File: src/rtl/fp16_pkg.sv
// Shared types and constants for the fp16 add sequencer.
// Holds the FSM state enum, the unpacked operand struct and an unpack helper.
package fp16_pkg;

    localparam int EXP_W = 5;
    localparam int MAN_W = 10;
    localparam int SUM_W = 12;

    localparam logic [15:0] QNAN = 16'h7E00;
    localparam logic [15:0] PINF = 16'h7C00;

    typedef enum logic [2:0] {
        S_IDLE,
        S_ALIGN,
        S_ADD,
        S_NORM,
        S_OUT
    } state_t;

    typedef struct packed {
        logic             sign;
        logic [EXP_W-1:0] exp;
        logic [MAN_W:0]   man;
    } fp_unp_t;

    // Exponent 0 flushes the operand to zero; otherwise restore the hidden 1.
    function automatic fp_unp_t unpack(input logic [15:0] x);
        fp_unp_t u;
        u.sign = x[15];
        u.exp  = x[14:10];
        u.man  = (x[14:10] == '0) ? '0 : {1'b1, x[9:0]};
        return u;
    endfunction

endpackage

File: src/rtl/fp_lead_one_det.sv
// Leading-one detector for the 12-bit adder sum.
// Ports: sum in; dir_right (carry out, shift right by 1), n (left shift count), zero out.
module fp_lead_one_det
    import fp16_pkg::*;
(
    input  logic [SUM_W-1:0] sum,
    output logic             dir_right,
    output logic [3:0]       n,
    output logic             zero
);

    always_comb begin
        dir_right = sum[SUM_W-1];
        zero      = (sum == '0);
        n         = 4'd0;
        // Ascending scan: the highest set bit wins.
        if (!sum[SUM_W-1]) begin
            for (int i = 0; i <= 10; i++) begin
                if (sum[i]) n = 4'(10 - i);
            end
        end
    end

endmodule

File: src/rtl/fp16_add_sequencer.sv
// Multi-cycle fp16 adder: ALIGN, ADD, NORM, OUT between two valid/ready handshakes.
// Ports: clk73/rst_n73, in_valid73/in_ready73/a73/b73, out_valid73/out_ready73/result73/zero73/ovf73.
// Build option FP16_SPECIAL_EN: Inf/NaN propagation and saturation to signed Inf.
module fp16_add_sequencer
    import fp16_pkg::*;
(
    input  logic        clk73,
    input  logic        rst_n73,
    input  logic        in_valid73,
    output logic        in_ready73,
    input  logic [15:0] a73,
    input  logic [15:0] b73,
    output logic        out_valid73,
    input  logic        out_ready73,
    output logic [15:0] result73,
    output logic        zero73,
    output logic        ovf73
);

    state_t           state_q, state_d;
    logic [15:0]      a_q, a_d, b_q, b_d;
    logic [MAN_W:0]   ml_q, ml_d, ms_q, ms_d;
    logic [EXP_W-1:0] exp_q, exp_d;
    logic             sl_q, sl_d, ss_q, ss_d;
    logic [SUM_W-1:0] sum_q, sum_d;
    logic [15:0]      res_q, res_d;
    logic             zero_q, zero_d, ovf_q, ovf_d;
    logic             in_ready_q, in_ready_d;
    logic             out_valid_q, out_valid_d;
`ifdef FP16_SPECIAL_EN
    logic             spec_q, spec_d;
    logic [15:0]      spec_res_q, spec_res_d;
`endif

    fp_unp_t          ua, ub, ul, us;
    logic             a_big;
    logic [EXP_W-1:0] dif;

    always_comb begin
        ua    = unpack(a_q);
        ub    = unpack(b_q);
        a_big = {ua.exp, ua.man} >= {ub.exp, ub.man};
        ul    = a_big ? ua : ub;
        us    = a_big ? ub : ua;
        dif   = ul.exp - us.exp;
    end

    logic       lod_right, lod_zero;
    logic [3:0] lod_n;

    fp_lead_one_det u_lod (
        .sum       (sum_q),
        .dir_right (lod_right),
        .n         (lod_n),
        .zero      (lod_zero)
    );

    logic signed [6:0] e_n;
    logic [MAN_W-1:0]  man_n;
    logic              n_flush, n_ovf;
    logic [15:0]       n_res;
    logic              n_zero, n_ovf_o;

    always_comb begin
        if (lod_right) begin
            e_n   = $signed({2'b00, exp_q}) + 7'sd1;
            man_n = sum_q[10:1];
        end else begin
            e_n   = $signed({2'b00, exp_q}) - $signed({3'b000, lod_n});
            man_n = 10'(sum_q << lod_n);
        end
        n_flush = lod_zero || (e_n < 7'sd1);
        n_ovf   = !n_flush && (e_n >= 7'sd31);
        // Exponent wraps modulo 32 unless the special build saturates it.
        n_res   = n_flush ? 16'h0000 : {sl_q, e_n[4:0], man_n};
        n_zero  = n_flush;
        n_ovf_o = n_ovf;
`ifdef FP16_SPECIAL_EN
        if (spec_q) begin
            n_res   = spec_res_q;
            n_zero  = 1'b0;
            n_ovf_o = 1'b0;
        end else if (n_ovf) begin
            n_res = {sl_q, PINF[14:0]};
        end
`endif
    end

    always_comb begin
        state_d     = state_q;
        a_d         = a_q;
        b_d         = b_q;
        ml_d        = ml_q;
        ms_d        = ms_q;
        exp_d       = exp_q;
        sl_d        = sl_q;
        ss_d        = ss_q;
        sum_d       = sum_q;
        res_d       = res_q;
        zero_d      = zero_q;
        ovf_d       = ovf_q;
        in_ready_d  = in_ready_q;
        out_valid_d = out_valid_q;
`ifdef FP16_SPECIAL_EN
        spec_d      = spec_q;
        spec_res_d  = spec_res_q;
`endif
        unique case (state_q)
            S_IDLE: begin
                if (in_valid73) begin
                    a_d        = a73;
                    b_d        = b73;
                    in_ready_d = 1'b0;
                    state_d    = S_ALIGN;
                end
            end
            S_ALIGN: begin
                ml_d    = ul.man;
                ms_d    = (dif > 5'd11) ? '0 : (us.man >> dif);
                exp_d   = ul.exp;
                sl_d    = ul.sign;
                ss_d    = us.sign;
                state_d = S_ADD;
`ifdef FP16_SPECIAL_EN
                spec_d = (a_q[14:10] == 5'h1F) || (b_q[14:10] == 5'h1F);
                if (((a_q[14:10] == 5'h1F) && (a_q[9:0] != '0)) ||
                    ((b_q[14:10] == 5'h1F) && (b_q[9:0] != '0)) ||
                    ((a_q[14:10] == 5'h1F) && (b_q[14:10] == 5'h1F) &&
                     (a_q[15] != b_q[15])))
                    spec_res_d = QNAN;
                else if (a_q[14:10] == 5'h1F)
                    spec_res_d = {a_q[15], PINF[14:0]};
                else
                    spec_res_d = {b_q[15], PINF[14:0]};
`endif
            end
            S_ADD: begin
                // L has the larger magnitude, so the difference never goes negative.
                sum_d   = (sl_q == ss_q) ? ({1'b0, ml_q} + {1'b0, ms_q})
                                         : ({1'b0, ml_q} - {1'b0, ms_q});
                state_d = S_NORM;
            end
            S_NORM: begin
                res_d       = n_res;
                zero_d      = n_zero;
                ovf_d       = n_ovf_o;
                out_valid_d = 1'b1;
                state_d     = S_OUT;
            end
            S_OUT: begin
                if (out_ready73) begin
                    out_valid_d = 1'b0;
                    in_ready_d  = 1'b1;
                    state_d     = S_IDLE;
                end
            end
            default: begin
                out_valid_d = 1'b0;
                in_ready_d  = 1'b1;
                state_d     = S_IDLE;
            end
        endcase
    end

    always_ff @(posedge clk73 or negedge rst_n73) begin
        if (!rst_n73) begin
            state_q     <= S_IDLE;
            a_q         <= '0;
            b_q         <= '0;
            ml_q        <= '0;
            ms_q        <= '0;
            exp_q       <= '0;
            sl_q        <= 1'b0;
            ss_q        <= 1'b0;
            sum_q       <= '0;
            res_q       <= '0;
            zero_q      <= 1'b0;
            ovf_q       <= 1'b0;
            in_ready_q  <= 1'b1;
            out_valid_q <= 1'b0;
`ifdef FP16_SPECIAL_EN
            spec_q      <= 1'b0;
            spec_res_q  <= '0;
`endif
        end else begin
            state_q     <= state_d;
            a_q         <= a_d;
            b_q         <= b_d;
            ml_q        <= ml_d;
            ms_q        <= ms_d;
            exp_q       <= exp_d;
            sl_q        <= sl_d;
            ss_q        <= ss_d;
            sum_q       <= sum_d;
            res_q       <= res_d;
            zero_q      <= zero_d;
            ovf_q       <= ovf_d;
            in_ready_q  <= in_ready_d;
            out_valid_q <= out_valid_d;
`ifdef FP16_SPECIAL_EN
            spec_q      <= spec_d;
            spec_res_q  <= spec_res_d;
`endif
        end
    end

    assign in_ready73  = in_ready_q;
    assign out_valid73 = out_valid_q;
    assign result73    = res_q;
    assign zero73      = zero_q;
    assign ovf73       = ovf_q;

endmodule

File: config.mk
export PLATFORM = sky130hd
export DESIGN_NAME = fp16_add_sequencer
export DESIGN_NICKNAME = d
export VERILOG_FILES = /design/src/rtl/fp16_pkg.sv /design/src/rtl/fp_lead_one_det.sv /design/src/rtl/fp16_add_sequencer.sv
export SDC_FILE = /design/constraint.sdc
export NUM_CORES = 1
export LEC_CHECK = 0
export BUFFER_PORTS_ARGS = -buffer_cell sky130_fd_sc_hd__buf_2
export CORE_AREA = 2 2 123 125
export CTS_BUF_LIST = sky130_fd_sc_hd__clkbuf_8
export CTS_CLUSTER_SIZE = 10
export DETAILED_ROUTE_END_ITERATION = 6
export DIE_AREA = 0 0 125 127
export HOLD_SLACK_MARGIN = 0.08
export PLACE_DENSITY = 0.61
export SLEW_MARGIN = 40
export SYNTH_ARGS = -nofsm -noshare
export SYNTH_HDL_FRONTEND = slang
export SYNTH_SLANG_ARGS = --single-unit
File: constraint.sdc
create_clock -name clk73 -period 3.6 [get_ports clk73]
set_input_delay 0.54 -clock clk73 [delete_from_list [all_inputs] [get_ports clk73]]
set_output_delay 0.54 -clock clk73 [all_outputs]
set_load 0.03 [all_outputs]
Word-level counts from Yosys, hierarchy flattened
Cells that the tools add are included.
Widths: inputs -> output; s select.
- div/mod/pow operators: 0
- multiplexer cells: 29
- equal/unequal tests: 7
- add/subtract/negate cells: 5
- bitwise logic cells: 2
- $lt $le $gt $ge: 4
- multipliers: 0
- shift-type cells: 2
- reductions and logical operators: 13
- operators by type and width (operator ; count):
    $mux 4 ; 12
    $mux 17 ; 2
    $mux 11 ; 3
    $ge 16x16->1 ; 1
    $mux 16 ; 1
    $pmux 3 s5 ; 1
    $add 11x11->12 ; 1
    $logic_not 12->1 ; 1
    $mux 12 ; 1
    $shl 12x4->10 ; 1
    $sub 11x11->12 ; 1
    $shr 11x5->11 ; 1
    $logic_not 5->1 ; 2
    $mux 10 ; 1
    $ge 7x6->1 const B ; 1
    $lt 7x2->1 const B ; 1
    $mux 7 ; 1
    $add 5x1->6 const B ; 1
    $eq 3x2->1 const B ; 2
    $mux 3 ; 2
    $pmux 1 s3 ; 2
    $reduce_and 2->1 ; 3
    $reduce_or 3->1 ; 2
    $sub 5x4->6 ; 1
    other kinds (13) ; 17
- memory bits (read-only): 0
- output and inout port bits: 20
- word-level logic and storage cells: 76
- register bits after elaboration: 96
- memories: 0
- bits in latches: 0
- RAM bits: 0

Logic depth before layout (Yosys ltp)
- depth in word-level cells: 18
- gate-level depth with buffers: 20

Cells and area by module
A second synthesis with hierarchy kept.
- cells, all modules: 679
- area total of the unflattened synthesis: 6303.5 sq um
- by module, submodules not included (module ; cells an instance ; area an instance (sq um) ; instances):
    fp16_add_sequencer ; 656 ; 6175.9 ; 1
    fp_lead_one_det ; 23 ; 127.6 ; 1

Worst setup path before layout
Ideal clock, no wire load.
- path kind: reg-to-reg
- from: reg b_q[12]
- to: reg ms_q[2]
- cell stages (with the launch flop): 20
- arrival: 3.796 ns
- period minus slack after synthesis: 3.934 ns
- setup slack: -0.334 ns
- path through: dfrtp_1 nor3_2 nand2_1 clkbuf_1 clkbuf_1 nand2_1 inv_1 ha_1 nand2b_1 a21oi_1 maj3_2 o211a_4 mux2i_1 ha_1 clkbuf_1 clkbuf_1 mux2i_1 mux2i_1 mux2i_1 o221ai_1
- cells in the longest elaborated chain, start to end: 7
- elaborated cells between the ends (all ways): 9
- classes of those cells: 1 x add/sub; 2 x order compare; 1 x shift; 4 x mux; 1 x reduce/logical
- ends and longest elaborated chain (item ; RTL line ; RTL):
    from (decl) ; fp16_add_sequencer.sv:21 ; logic [15:0] a_q, a_d, b_q, b_d;
    from (signal assigned) ; fp16_add_sequencer.sv:169 ; b_q <= '0;
    from (signal assigned) ; fp16_add_sequencer.sv:188 ; b_q <= b_d;
    $logic_not 5->1 ; fp16_pkg.sv:31 ; u.man = (x[14:10] == '0) ? '0 : {1'b1, x[9:0]};
    $mux 11 ; fp16_pkg.sv:31 ;
    $ge 16x16->1 ; fp16_add_sequencer.sv:42 ; a_big = {ua.exp, ua.man} >= {ub.exp, ub.man};
    $mux 17, on equally long branches ; fp16_add_sequencer.sv:43, fp16_add_sequencer.sv:44 ;
    $sub 5x5->5 ; fp16_add_sequencer.sv:45 ; dif = ul.exp - us.exp;
    $gt 5x4->1 or $shr 11x5->11 (tied branches) ; fp16_add_sequencer.sv:119 ; ms_d = (dif > 5'd11) ? '0 : (us.man >> dif);
    $mux 11 * ; fp16_add_sequencer.sv:119 ;
    to (signal assigned) ; fp16_add_sequencer.sv:190 ; ms_q <= ms_d;
    to (decl) ; fp16_add_sequencer.sv:22 ; logic [MAN_W:0] ml_q, ml_d, ms_q, ms_d;
Mark *: on every way between the ends. The rest lies on a longest branch, timed or not.
A chain may end at the register's enable or synchronous reset.

Final worst setup path
- from: reg a_q[14]
- to: reg ms_q[2]
- cells in the longest elaborated chain, start to end: 7
- elaborated cells between the ends (all ways): 9
- classes of those cells: 1 x add/sub; 2 x order compare; 1 x shift; 4 x mux; 1 x reduce/logical
- ends and longest elaborated chain (item ; RTL line ; RTL):
    from (decl) ; fp16_add_sequencer.sv:21 ;
    from (signal assigned) ; fp16_add_sequencer.sv:168 ; a_q <= '0;
    from (signal assigned) ; fp16_add_sequencer.sv:187 ; a_q <= a_d;
    $logic_not 5->1 ; fp16_pkg.sv:31 ;
    $mux 11 ; fp16_pkg.sv:31 ;
    $ge 16x16->1 ; fp16_add_sequencer.sv:42 ;
    $mux 17, on equally long branches ; fp16_add_sequencer.sv:43, fp16_add_sequencer.sv:44 ;
    $sub 5x5->5 ; fp16_add_sequencer.sv:45 ;
    $gt 5x4->1 or $shr 11x5->11 (tied branches) ; fp16_add_sequencer.sv:119 ;
    $mux 11 * ; fp16_add_sequencer.sv:119 ;
Marked as above.

==> results_dict.tcl <==
set metrics [dict create \
    failed_checks "negative setup slack" \
    post-route-util_pct 54.6 \
    grt_pass1_wl_um 26000 \
    r2r_cells 17 \
    route.detailed.drc 0 \
    first_iter_violations 381 \
    async_flop_share_pct 100 \
    antenna_found_initial 0 \
    fin_crit_sh_pct 106 \
    tightest_slew_ps 642 \
    layout_common_cells "nand2_1, dfrtp_1, buf_4, buf_2, o21ai_0" \
    cts_root_buffer "clkbuf_8" \
    routed_wl_um 15500 \
    reg2reg_slack_ps -200 \
    gp_congestion 0.924 \
    hold_path.class "in -> async" \
    grtUsageMet3_pct 3.56 \
    area_delta_synth_final_pct 23.4 \
    cap_violations 0 \
    synthFlopType "dfrtp_1" \
    hold_viol 0 \
    startpoint "a_q[14]$_DFFE_PN0P_" \
    h-tree-depth 3 \
    n_fill_cell 1320 \
    chipHeight_um 127 \
    reg2reg_from "a_q[14]$_DFFE_PN0P_" \
    wire_per_inst_um 15.8 \
    cts_hold_buf 0 \
    arrival_ps 4050 \
    criticalPathCategory "reg -> reg" \
    grt_overflow 0 \
    cp-endpoint "ms_q[2]$_DFFE_PN0P_" \
    rows 44 \
    place_hpwl_um 11700 \
    initial_core_util_pct 44.3 \
    worstSetupEndpointType "flip-flop" \
    grt_max_degree 71 \
    syn_inst 688 \
    synth_warnings 0 \
    layout_commonest_cell "nand2_1" \
    hold_slack_ps 144 \
    fin_ws_ps -199 \
    cts_made_buffers 9 \
    status "finished, violations left" \
    setup_viol 11 \
    grt_use_total_pct 20.0 \
    met1_usage_pct 24.7 \
    clkLatencyLatePin_ps 380 \
    synth_seq_area_share_pct 37.6 \
    drive_gt1_share_pct 30.6 \
    cts.sink_count 96 \
    drt-pass1-iter-count 5 \
    cts_max_path_buffers 2 \
    relSlewSlack_pct 57.2 \
    synth-edff-count 0 \
    drv_slew 0 \
    yosys_register_bits 96 \
    via_per_inst 5.50 \
    grt_setup_unrepaired "true" \
    die-area_mm2 0.0159 \
    synth.avg_cell_area_um2 9.28 \
    fin_skew_ps 6.52 \
    max_freq_mhz 263 \
    diodes 0 \
    io_pins 56 \
    num_vias 5414 \
    synth.net_count 759 \
    core_mm2 0.0144 \
    port_buffers 55 \
    grt_use_met2_pct 36.2 \
    r2r-end "ms_q[2]$_DFFE_PN0P_" \
    yosysUniqueCellTypes 71 \
    synth.cell_area_mm2 0.00638 \
    clkSlewWorstSetupHoldPaths_ps 100 \
    cp_max_fo 6 \
    die_w_um 125 \
    fin_crit_ps 3800 \
    finalSetupTns_ps -1780 \
    cts_tree "built" \
    required_ps 3860 \
    cp-start-kind "flip-flop" \
    fin_nets 866 \
    ant_nets 0 \
    grt_pass1_vias 5352 \
    busiest_layer "met2" \
]
==> layout make-up <==
cell class | instances | area [um2] | share of cell area (%)
clock buffer | 9 | 124 | 1.57
clock inverter | 7 | 88.8 | 1.13
inverter | 36 | 135 | 1.72
multi-input combinational | 519 | 3990 | 50.7
sequential | 96 | 2400 | 30.5
tap | 184 | 230 | 2.92
timing repair buffer | 133 | 903 | 11.5
==> worst min-delay path by stage <==
stage | to | slack (ps) | start | cells past startpoint
2_1_floorplan | a_q[0]$_DFFE_PN0P_ | 240 | rst_n73 | 0
3_3_place_gp | result73[3]$_DFFE_PN0P_ | 470 | result73[3]$_DFFE_PN0P_ | 2
3_5_place_dp | result73[3]$_DFFE_PN0P_ | 470 | result73[3]$_DFFE_PN0P_ | 2
4_1_cts | result73[3]$_DFFE_PN0P_ | 170 | rst_n73 | 1
5_1_grt | result73[3]$_DFFE_PN0P_ | 190 | rst_n73 | 1
6_report | result73[4]$_DFFE_PN0P_ | 140 | rst_n73 | 1
==> state kept, by name, summed over array words and instances (netlist names), 3 cells and up <==
register	flops
ms_q	11
exp_q	5
b_q	16
a_q	16
ml_q	11
sum_q	12
result73	16
state_q	3
==> metrics by stage <==
step / instance area [um2] / worst slack (ps) / std cells
2_1_floorplan: 6420 / 2.46 / 688
3_3_place_gp: 7260 / -404 / 958
3_5_place_dp: 7270 / -530 / 958
4_1_cts: 7640 / -227 / 981
5_1_grt: 7880 / -364 / 984
6_report: 7880 / -199 / 984
==> what timing repair did <==
item                       in CTS  in global routing
resized for setup              25                 31
buffers inserted                6                  3
gates cloned                    1                  0
setup endpoints to repair      11                 24
pin swaps                      17                 21
==> layer usage <==
| layer | part of all wire [%] | vias to the layer above |
|---|---|---|
| met1 | 45 | 2623 |
| met5 | 0 | - |
| met4 | 1.6 | 0 |
| li1 | - | 2676 |
| met2 | 50 | 98 |
| met3 | 3.1 | 17 |
==> synthesized netlist by cell type, types with 8 or more instances <==
library cell  instances  share of area [%]
a21oi_1              32                2.5
a31oi_1               8               0.78
clkbuf_1             31                1.8
dfrtp_1              95                 37
ha_1                 33                6.5
inv_1                35                2.1
mux2_2               31                5.5
mux2i_1              50                7.8
nand2_1             110                6.5
nor2_1               39                2.3
nor3_1               13                1.0
o21ai_0              54                4.2
o31ai_1               8               0.94
xnor2_1              20                2.7
==> critical path, cell delays in order, from the launching register on <==
cell and delay [ps]:
dfrtp_1 410, nor3_2 240, nand2_2 190, buf_6 180
buf_4 140, nand2_4 60, inv_1 60, ha_4 260
a21oi_2 50, maj3_2 310, o211a_4 270, buf_4 140
buf_12 120, mux2_4 320, a32o_2 290, nor4b_4 260
nand2b_4 240, o221ai_1 140
==> cell families after synthesis <==
group / synth area share, %
AOI/OAI and AO/OA: 16.9
xor gates and xnor gates: 3.41
adders and majority gates: 7.27
buffers and inverters: 4.84
DFF: 37.6
muxes: 15.4
and+or+nand+nor: 14.6
Power is not shown: default switching activity piles up to over one toggle a cycle in this logic, so the estimate is an artifact.
